===== config.mk =====
export PLATFORM = sky130hd
export DESIGN_NAME = led_bar_anim_flat
export DESIGN_NICKNAME = d
export VERILOG_FILES = /design/src/rtl/led_bar_anim_pkg.sv /design/src/rtl/led_bar_anim_if.sv /design/src/rtl/led_bar_anim_step_tick.sv /design/src/rtl/led_bar_anim.sv /design/src/flat_wrapper.sv
export SDC_FILE = /design/constraint.sdc
export NUM_CORES = 1
export LEC_CHECK = 0
export CORE_MARGIN = 2
export CORE_UTILIZATION = 30
export CTS_BUF_LIST = sky130_fd_sc_hd__clkbuf_2 sky130_fd_sc_hd__clkbuf_4 sky130_fd_sc_hd__clkbuf_8
export CTS_CLUSTER_SIZE = 12
export DETAILED_ROUTE_END_ITERATION = 6
export GPL_ROUTABILITY_DRIVEN = 0
export PLACE_DENSITY = 0.43
export SLEW_MARGIN = 20
export SYNTH_ARGS = -nofsm -noshare
export SYNTH_HDL_FRONTEND = slang
export SYNTH_SLANG_ARGS = --single-unit

===== constraint.sdc =====
create_clock -name clk -period 3.3 [get_ports clk]
set_clock_uncertainty 0.2 [all_clocks]
set_input_delay 0.33 -clock clk [delete_from_list [all_inputs] [get_ports clk]]
set_output_delay 0.33 -clock clk [all_outputs]
set_load 0.005 [all_outputs]

===== src/rtl/led_bar_anim_pkg.sv =====
// Shared types for the LED-bar animation engine.
//   mode_e  : selectable animation sequence (2 bits, all codes valid)
//   state_e : top-level control state
package led_anim_pkg;

  typedef enum logic [1:0] {
    MODE_FILL_DRAIN = 2'd0,
    MODE_CHASE      = 2'd1,
    MODE_BOUNCE     = 2'd2,
    MODE_BLINK_ALL  = 2'd3
  } mode_e;

  typedef enum logic {
    ST_IDLE = 1'b0,
    ST_RUN  = 1'b1
  } state_e;

endpackage


===== src/rtl/led_bar_anim_if.sv =====
// Control/status bundle of the LED-bar animator.
//   start, stop, pause, mode : requests from the controller (master)
//   led, busy, seq_done      : registered status/pattern from the animator (slave)
interface led_bar_anim_if #(
  parameter int unsigned WIDTH = 8
);
  logic             start;
  logic             stop;
  logic             pause;
  logic [1:0]       mode;
  logic [WIDTH-1:0] led;
  logic             busy;
  logic             seq_done;

  modport master (
    output start, stop, pause, mode,
    input  led, busy, seq_done
  );

  modport slave (
    input  start, stop, pause, mode,
    output led, busy, seq_done
  );
endinterface


===== src/rtl/led_bar_anim_step_tick.sv =====
// Divide-by-DIV enable generator.
//   clk, rst : clock, async active-high reset
//   en       : count enable (counter holds while low)
//   clr      : synchronous clear to 0, overrides en
//   tick     : high while counter = DIV-1 and en is high
module step_tick #(
  parameter int unsigned DIV = 4
) (
  input  logic clk,
  input  logic rst,
  input  logic en,
  input  logic clr,
  output logic tick
);
  localparam int unsigned CntW = (DIV > 1) ? $clog2(DIV) : 1;

  logic [CntW-1:0] cnt;

  assign tick = en && (cnt == CntW'(DIV - 1));

  always_ff @(posedge clk or posedge rst) begin
    if (rst) begin
      cnt <= '0;
    end else if (clr) begin
      cnt <= '0;
    end else if (en) begin
      cnt <= tick ? '0 : cnt + CntW'(1);
    end
  end
endmodule


===== src/rtl/led_bar_anim.sv =====
// LED-bar animation engine: steps a WIDTH-bit pattern through one of four sequences,
// one step every TICK_DIV cycles, with a blinking head LED in FILL_DRAIN.
//   clk, rst : clock, async active-high reset
//   bus      : slave side of led_bar_anim_if (start/stop/pause/mode in, led/busy/seq_done out)
module led_bar_anim
  import led_anim_pkg::*;
#(
  parameter int unsigned WIDTH     = 8,
  parameter int unsigned TICK_DIV  = 4,
  parameter int unsigned BLINK_DIV = 2
) (
  input  logic           clk,
  input  logic           rst,
  led_bar_anim_if.slave  bus
);
  localparam int unsigned PosW = $clog2(2 * WIDTH);
  localparam int          W    = int'(WIDTH);

  state_e           state;
  mode_e            mode_q;
  logic [PosW-1:0]  pos;
  logic             stop_q;
  logic             blink;
  logic [WIDTH-1:0] led_q;
  logic             busy_q;
  logic             seq_done_q;

  logic step_t, blink_t, blink_d, wrap;
  mode_e mode_in;

  step_tick #(.DIV(TICK_DIV)) u_step (
    .clk  (clk),
    .rst  (rst),
    .en   (state == ST_RUN && !bus.pause),
    .clr  (state == ST_IDLE),
    .tick (step_t)
  );

  step_tick #(.DIV(BLINK_DIV)) u_blink (
    .clk  (clk),
    .rst  (rst),
    .en   (1'b1),
    .clr  (1'b0),
    .tick (blink_t)
  );

  always_ff @(posedge clk or posedge rst) begin
    if (rst) blink <= 1'b0;
    else     blink <= blink ^ blink_t;
  end

  // Pattern is built from next-cycle blink so the head bit matches blink as seen on the bus.
  assign blink_d = blink ^ blink_t;
  assign mode_in = mode_e'(bus.mode);

  function automatic logic [PosW-1:0] last_pos(mode_e m);
    unique case (m)
      MODE_FILL_DRAIN: last_pos = PosW'(2 * W - 1);
      MODE_CHASE:      last_pos = PosW'(W - 1);
      MODE_BOUNCE:     last_pos = PosW'(2 * W - 3);
      default:         last_pos = PosW'(1);
    endcase
  endfunction

  function automatic logic [WIDTH-1:0] decode(mode_e m, logic [PosW-1:0] k, logic b);
    logic [WIDTH-1:0] r;
    logic             on;
    int               kk;
    kk = int'({1'b0, k});
    r  = '0;
    // Shift bits in MSB first to avoid variable bit indexing.
    for (int i = W - 1; i >= 0; i--) begin
      unique case (m)
        MODE_FILL_DRAIN: on = (kk < W) ? ((i < kk) || (i == kk && b)) : (i + kk < 2 * W - 1);
        MODE_CHASE:      on = (i == kk);
        MODE_BOUNCE:     on = (kk < W) ? (i == kk) : (i + kk == 2 * W - 2);
        default:         on = (kk == 0);
      endcase
      r = {r[WIDTH-2:0], on};
    end
    return r;
  endfunction

  assign wrap = step_t && (pos == last_pos(mode_q));

  always_ff @(posedge clk or posedge rst) begin
    if (rst) begin
      state      <= ST_IDLE;
      mode_q     <= MODE_FILL_DRAIN;
      pos        <= '0;
      stop_q     <= 1'b0;
      led_q      <= '0;
      busy_q     <= 1'b0;
      seq_done_q <= 1'b0;
    end else begin
      unique case (state)
        ST_IDLE: begin
          pos        <= '0;
          stop_q     <= 1'b0;
          seq_done_q <= 1'b0;
          if (bus.start) begin
            state  <= ST_RUN;
            mode_q <= mode_in;
            busy_q <= 1'b1;
            led_q  <= decode(mode_in, '0, blink_d);
          end else begin
            busy_q <= 1'b0;
            led_q  <= '0;
          end
        end
        ST_RUN: begin
          seq_done_q <= wrap;
          if (bus.stop) stop_q <= 1'b1;
          if (wrap) begin
            pos    <= '0;
            mode_q <= mode_in;
            // A stop seen in this same cycle still ends the run at this wrap.
            if (stop_q || bus.stop) begin
              state  <= ST_IDLE;
              stop_q <= 1'b0;
              busy_q <= 1'b0;
              led_q  <= '0;
            end else begin
              led_q <= decode(mode_in, '0, blink_d);
            end
          end else if (step_t) begin
            pos   <= pos + PosW'(1);
            led_q <= decode(mode_q, pos + PosW'(1), blink_d);
          end else begin
            led_q <= decode(mode_q, pos, blink_d);
          end
        end
        default: state <= ST_IDLE;
      endcase
    end
  end

  assign bus.led      = led_q;
  assign bus.busy     = busy_q;
  assign bus.seq_done = seq_done_q;
endmodule


===== src/flat_wrapper.sv =====
// flat-port wrapper written by rule: the top's interface ports become plain ports
module led_bar_anim_flat import led_anim_pkg::*;
#(
  parameter int unsigned WIDTH     = 8,
  parameter int unsigned TICK_DIV  = 4,
  parameter int unsigned BLINK_DIV = 2
)
  (clk, rst, bus_start, bus_stop, bus_pause, bus_mode, bus_led, bus_busy, bus_seq_done);
  led_bar_anim_if #(.WIDTH(WIDTH)) bus_i ();
  input  logic clk;
  input  logic rst;
  input wire logic [$bits(bus_i.start)-1:0] bus_start;
  input wire logic [$bits(bus_i.stop)-1:0] bus_stop;
  input wire logic [$bits(bus_i.pause)-1:0] bus_pause;
  input wire logic [$bits(bus_i.mode)-1:0] bus_mode;
  output wire logic [$bits(bus_i.led)-1:0] bus_led;
  output wire logic [$bits(bus_i.busy)-1:0] bus_busy;
  output wire logic [$bits(bus_i.seq_done)-1:0] bus_seq_done;
  assign bus_i.start = bus_start;
  assign bus_i.stop = bus_stop;
  assign bus_i.pause = bus_pause;
  assign bus_i.mode = bus_mode;
  assign bus_led = bus_i.led;
  assign bus_busy = bus_i.busy;
  assign bus_seq_done = bus_i.seq_done;
  led_bar_anim #(.WIDTH(WIDTH), .TICK_DIV(TICK_DIV), .BLINK_DIV(BLINK_DIV)) u_core (.clk(clk), .rst(rst), .bus(bus_i));
endmodule

==> impl_metrics.tcl <==
set metrics [dict create \
    grt_usage 0.203 \
    met2_track_demand_over_resource_in_global_routing 0.320 \
    placed_area_um2 2850 \
    number_of_global_route_vias_before_repair 2473 \
    critical_path_top_delay_cell "sky130_fd_sc_hd__dfrtp_1" \
    dominant_combinational_cell_family_by_area_after_synthesis "compound AO/OA/AOI/OAI gates" \
    start_util 0.310 \
    fillCellCount 866 \
    cts_tree "done" \
    timing.hold.worst_endpoint "u_core.u_blink.cnt" \
    cts_max_level 1 \
    fp-row-count 33 \
    path_class "flop to flop" \
    leakage_nw 1.19 \
    final_max_slew_viol_count 0 \
    post_synth_and_or_nand_nor_area_fraction 0.221 \
    final_net_count 358 \
    synth_sequential_area_ratio 0.216 \
    critical_path_peak_fanout 10 \
    highest_clock_rate_mhz 326 \
    number_of_failing_setup_endpoints_in_the_final_timing_report 0 \
    diodes 0 \
    gr-usage-met3 0.0258 \
    path_buf_inv 1 \
    pre_cts_ws_ns 0.337 \
    timing.hold.worst.class "flop to flop" \
    hold-path-cell-count 1 \
    critPathCaptureType "flop" \
    max_cap_viol_count 0 \
    worst_r2r_path_depth 10 \
    regToRegSetupSlack_ns 0.24 \
    most_frequent_cells_in_the_layout "22 x sky130_fd_sc_hd__nand2_1, 22 x sky130_fd_sc_hd__ha_1, 22 x sky130_fd_sc_hd__dfrtp_1" \
    route.vias.total 2656 \
    final_core_utilization 0.355 \
    vias_per_cell 6.13 \
    number_of_clock_buffers_inserted_by_tritoncts 3 \
    grt_max_degree 26 \
    met1_grt_util 0.293 \
    power.density_cell_area_nw_per_um2 1040 \
    wl_per_cell_um 20.7 \
    drt_drc_violations_left 0 \
    ctsHoldBuffers 0 \
    numClockSinks 22 \
    postSynth.asyncResetShare 1.00 \
    grt_antenna_before_repair 0 \
    hpwlAfterDp_mm 6.45 \
    complex_gate_fraction_of_the_synthesized_area 0.316 \
    layout_min_cycle_time_ns 3.06 \
    cpMostUsedCell "sky130_fd_sc_hd__ha_1" \
    synth_net_count 345 \
    syn_avg_cell_area_um2 8.07 \
    status "finished, final reports clean" \
    ys.warnings.count 0 \
    global_route_wire_length_before_repair_mm 14.5 \
    post_route_cells_drive_above_1_share 0.110 \
    critical_path.cell_chain "ha_1, nand3b_1, nand2_2, inv_1, ha_1, a21oi_1, a211oi_1, a32oi_1, a2111oi_0, o41ai_1" \
    irDropWorstVdd_uv 324 \
    kind_of_start_point_of_the_critical_path "flop" \
    ctsResizeCount 0 \
    min-delay-start "u_core.u_blink.cnt" \
    floorplan.die_area_um2 9260 \
    transition_time_at_the_pin_with_the_least_slew_margin_ns 0.848 \
    clock_insertion_delay_worst_skew_ns 0.27 \
    finalPower_w 0.00303 \
    slowest_delay_ns 0.44 \
    reg_to_reg_critical_path_startpoint "u_core.pos[1]" \
    clk_pin_slew_worst_paths_ns 0.09 \
    maxSlewHeadroom 0.434 \
    clock-root-buffer "sky130_fd_sc_hd__clkbuf_8" \
    yosys_register_bits 22 \
    globalRoute.busiestLayer "met2" \
    area_growth_pct 14.4 \
    rsz0062_at_grt "no" \
    layout_setup_ws_ns 0.237 \
    finalHoldViolCount 0 \
    synth_edf_count 0 \
    final.period_utilization 0.928 \
    synth.area.mux_share 0.0255 \
    arrival_ns 3.00 \
    gr_overflow_total 0 \
    synth_xor_xnor_area_share 0.0309 \
    synth_cells 316 \
    r2r-end "u_core.bus.led[4]" \
    cts-root-to-sink-buffers 2 \
    setup_tns_ns 0 \
    worst_ep_required_time_ns 3.24 \
    post_synth_fa_ha_maj_area_fraction 0.112 \
    core_area_um2 8220 \
    io_pins 17 \
    post-route-cell-area_um2 2920 \
    syn_area_um2 2550 \
    portBuffers 16 \
    cpLargestDelayFamily "compound AO/OA/AOI/OAI gates" \
    routed_wirelength_mm 8.96 \
    synth-main-ff-cell "sky130_fd_sc_hd__dfrtp_1" \
    ant_nets 0 \
    die_w_um 96.2 \
    die_height_um 96.2 \
    first_pass_iters 5 \
    dr.first_iter.drc_count 296 \
    netlist-cell-type-count 68 \
    cts_post_setup_buffers_inserted 0 \
]
## worst max path at each step
stage	slack [ns]	cells after the start	start	to
after floorplan	0.39	12	u_core.pos[1]	u_core.bus.led[4]
after global placement	0.41	10	u_core.pos[1]	u_core.bus.led[4]
after detailed placement	0.34	10	u_core.pos[1]	u_core.bus.led[4]
after CTS	0.30	10	u_core.pos[1]	u_core.bus.led[4]
after global routing	0.003	10	u_core.pos[1]	u_core.bus.led[4]
final	0.24	10	u_core.pos[1]	u_core.bus.led[4]
## area by class of cell
cell class	count	area, um2	share of cell area
clock buffer	3	41.3	0.0141
multi-input combinational	250	1800	0.616
tap	105	131	0.0450
inverter	17	63.8	0.0219
sequential	22	551	0.189
clock inverter	1	30.0	0.0103
timing repair buffer	35	303	0.104
## through the flow
step / hold WS [ns] / instances
final: 0.278 / 433
after global routing: 0.312 / 433
after CTS: 0.282 / 433
after detailed placement: 0.269 / 429
after global placement: 0.263 / 429
after floorplan: 0.119 / 316
## state kept, by name, indices dropped and copies added, names as in the netlist
name / flops
u_core.state: 1
u_core.u_blink.cnt: 1
u_core.bus.led: 8
u_core.bus.busy: 1
u_core.stop_q: 1
u_core.mode_q: 2
u_core.blink: 1
u_core.u_step.cnt: 2
u_core.pos: 4
u_core.bus.seq_done: 1
## Yosys cell counts (3+ instances only)
| cell type | n | share of area |
|---|---|---|
| sky130_fd_sc_hd__nand2_1 | 22 | 0.032 |
| sky130_fd_sc_hd__o31ai_1 | 7 | 0.021 |
| sky130_fd_sc_hd__o2111a_1 | 3 | 0.013 |
| sky130_fd_sc_hd__mux2_2 | 4 | 0.018 |
| sky130_fd_sc_hd__o211ai_1 | 3 | 0.0088 |
| sky130_fd_sc_hd__nor2_1 | 13 | 0.019 |
| sky130_fd_sc_hd__a211oi_1 | 14 | 0.041 |
| sky130_fd_sc_hd__buf_2 | 10 | 0.020 |
| sky130_fd_sc_hd__a22oi_1 | 3 | 0.0088 |
| sky130_fd_sc_hd__o41ai_1 | 4 | 0.014 |
| sky130_fd_sc_hd__a21o_1 | 3 | 0.0088 |
| sky130_fd_sc_hd__nor2b_1 | 7 | 0.017 |
| sky130_fd_sc_hd__clkbuf_1 | 11 | 0.016 |
| sky130_fd_sc_hd__a21boi_0 | 3 | 0.0088 |
| sky130_fd_sc_hd__a21oi_1 | 21 | 0.041 |
| sky130_fd_sc_hd__dfrtp_1 | 22 | 0.22 |
| sky130_fd_sc_hd__a311oi_1 | 6 | 0.021 |
| sky130_fd_sc_hd__nand3_1 | 16 | 0.031 |
| sky130_fd_sc_hd__a2111oi_0 | 8 | 0.027 |
| sky130_fd_sc_hd__o21ai_0 | 10 | 0.020 |
| sky130_fd_sc_hd__and3_1 | 3 | 0.0074 |
| sky130_fd_sc_hd__inv_1 | 15 | 0.022 |
| sky130_fd_sc_hd__a31oi_1 | 3 | 0.0074 |
| sky130_fd_sc_hd__nor3_1 | 4 | 0.0078 |
| sky130_fd_sc_hd__nand2b_1 | 13 | 0.032 |
| sky130_fd_sc_hd__ha_1 | 22 | 0.11 |
| sky130_fd_sc_hd__nand4_1 | 8 | 0.020 |
## kinds of logic after synthesis
| group | count (synthesis) |
|---|---|
| fa+ha+maj | 23 |
| mux | 6 |
| flops | 22 |
| compound gates | 111 |
| xor+xnor | 6 |
| simple gates | 104 |
| buf+inv | 44 |
## report_power, final
group | switching, W | internal [W] | total [W]
registers | 0.0000936 | 0.000369 | 0.000463
clock network | 0.0000971 | 0.000162 | 0.000259
logic | 0.00141 | 0.000898 | 0.00231
## per-layer routing
layer  vias to the layer above  wire length, um
met5                         -                0
met3                        14              580
li1                       1223                -
met1                      1298             4130
met2                       121             4080
met4                         0              175
## worst register-to-register path, delay by kind of cell (launching register included)
kind            cells  cell delay (ns)
simple gates        2             0.41
flops               1             0.44
buf+inv             1             0.21
fa+ha+maj           2             0.63
compound gates      5             1.05
No activity file was read; power rests on OpenSTA's default activity.
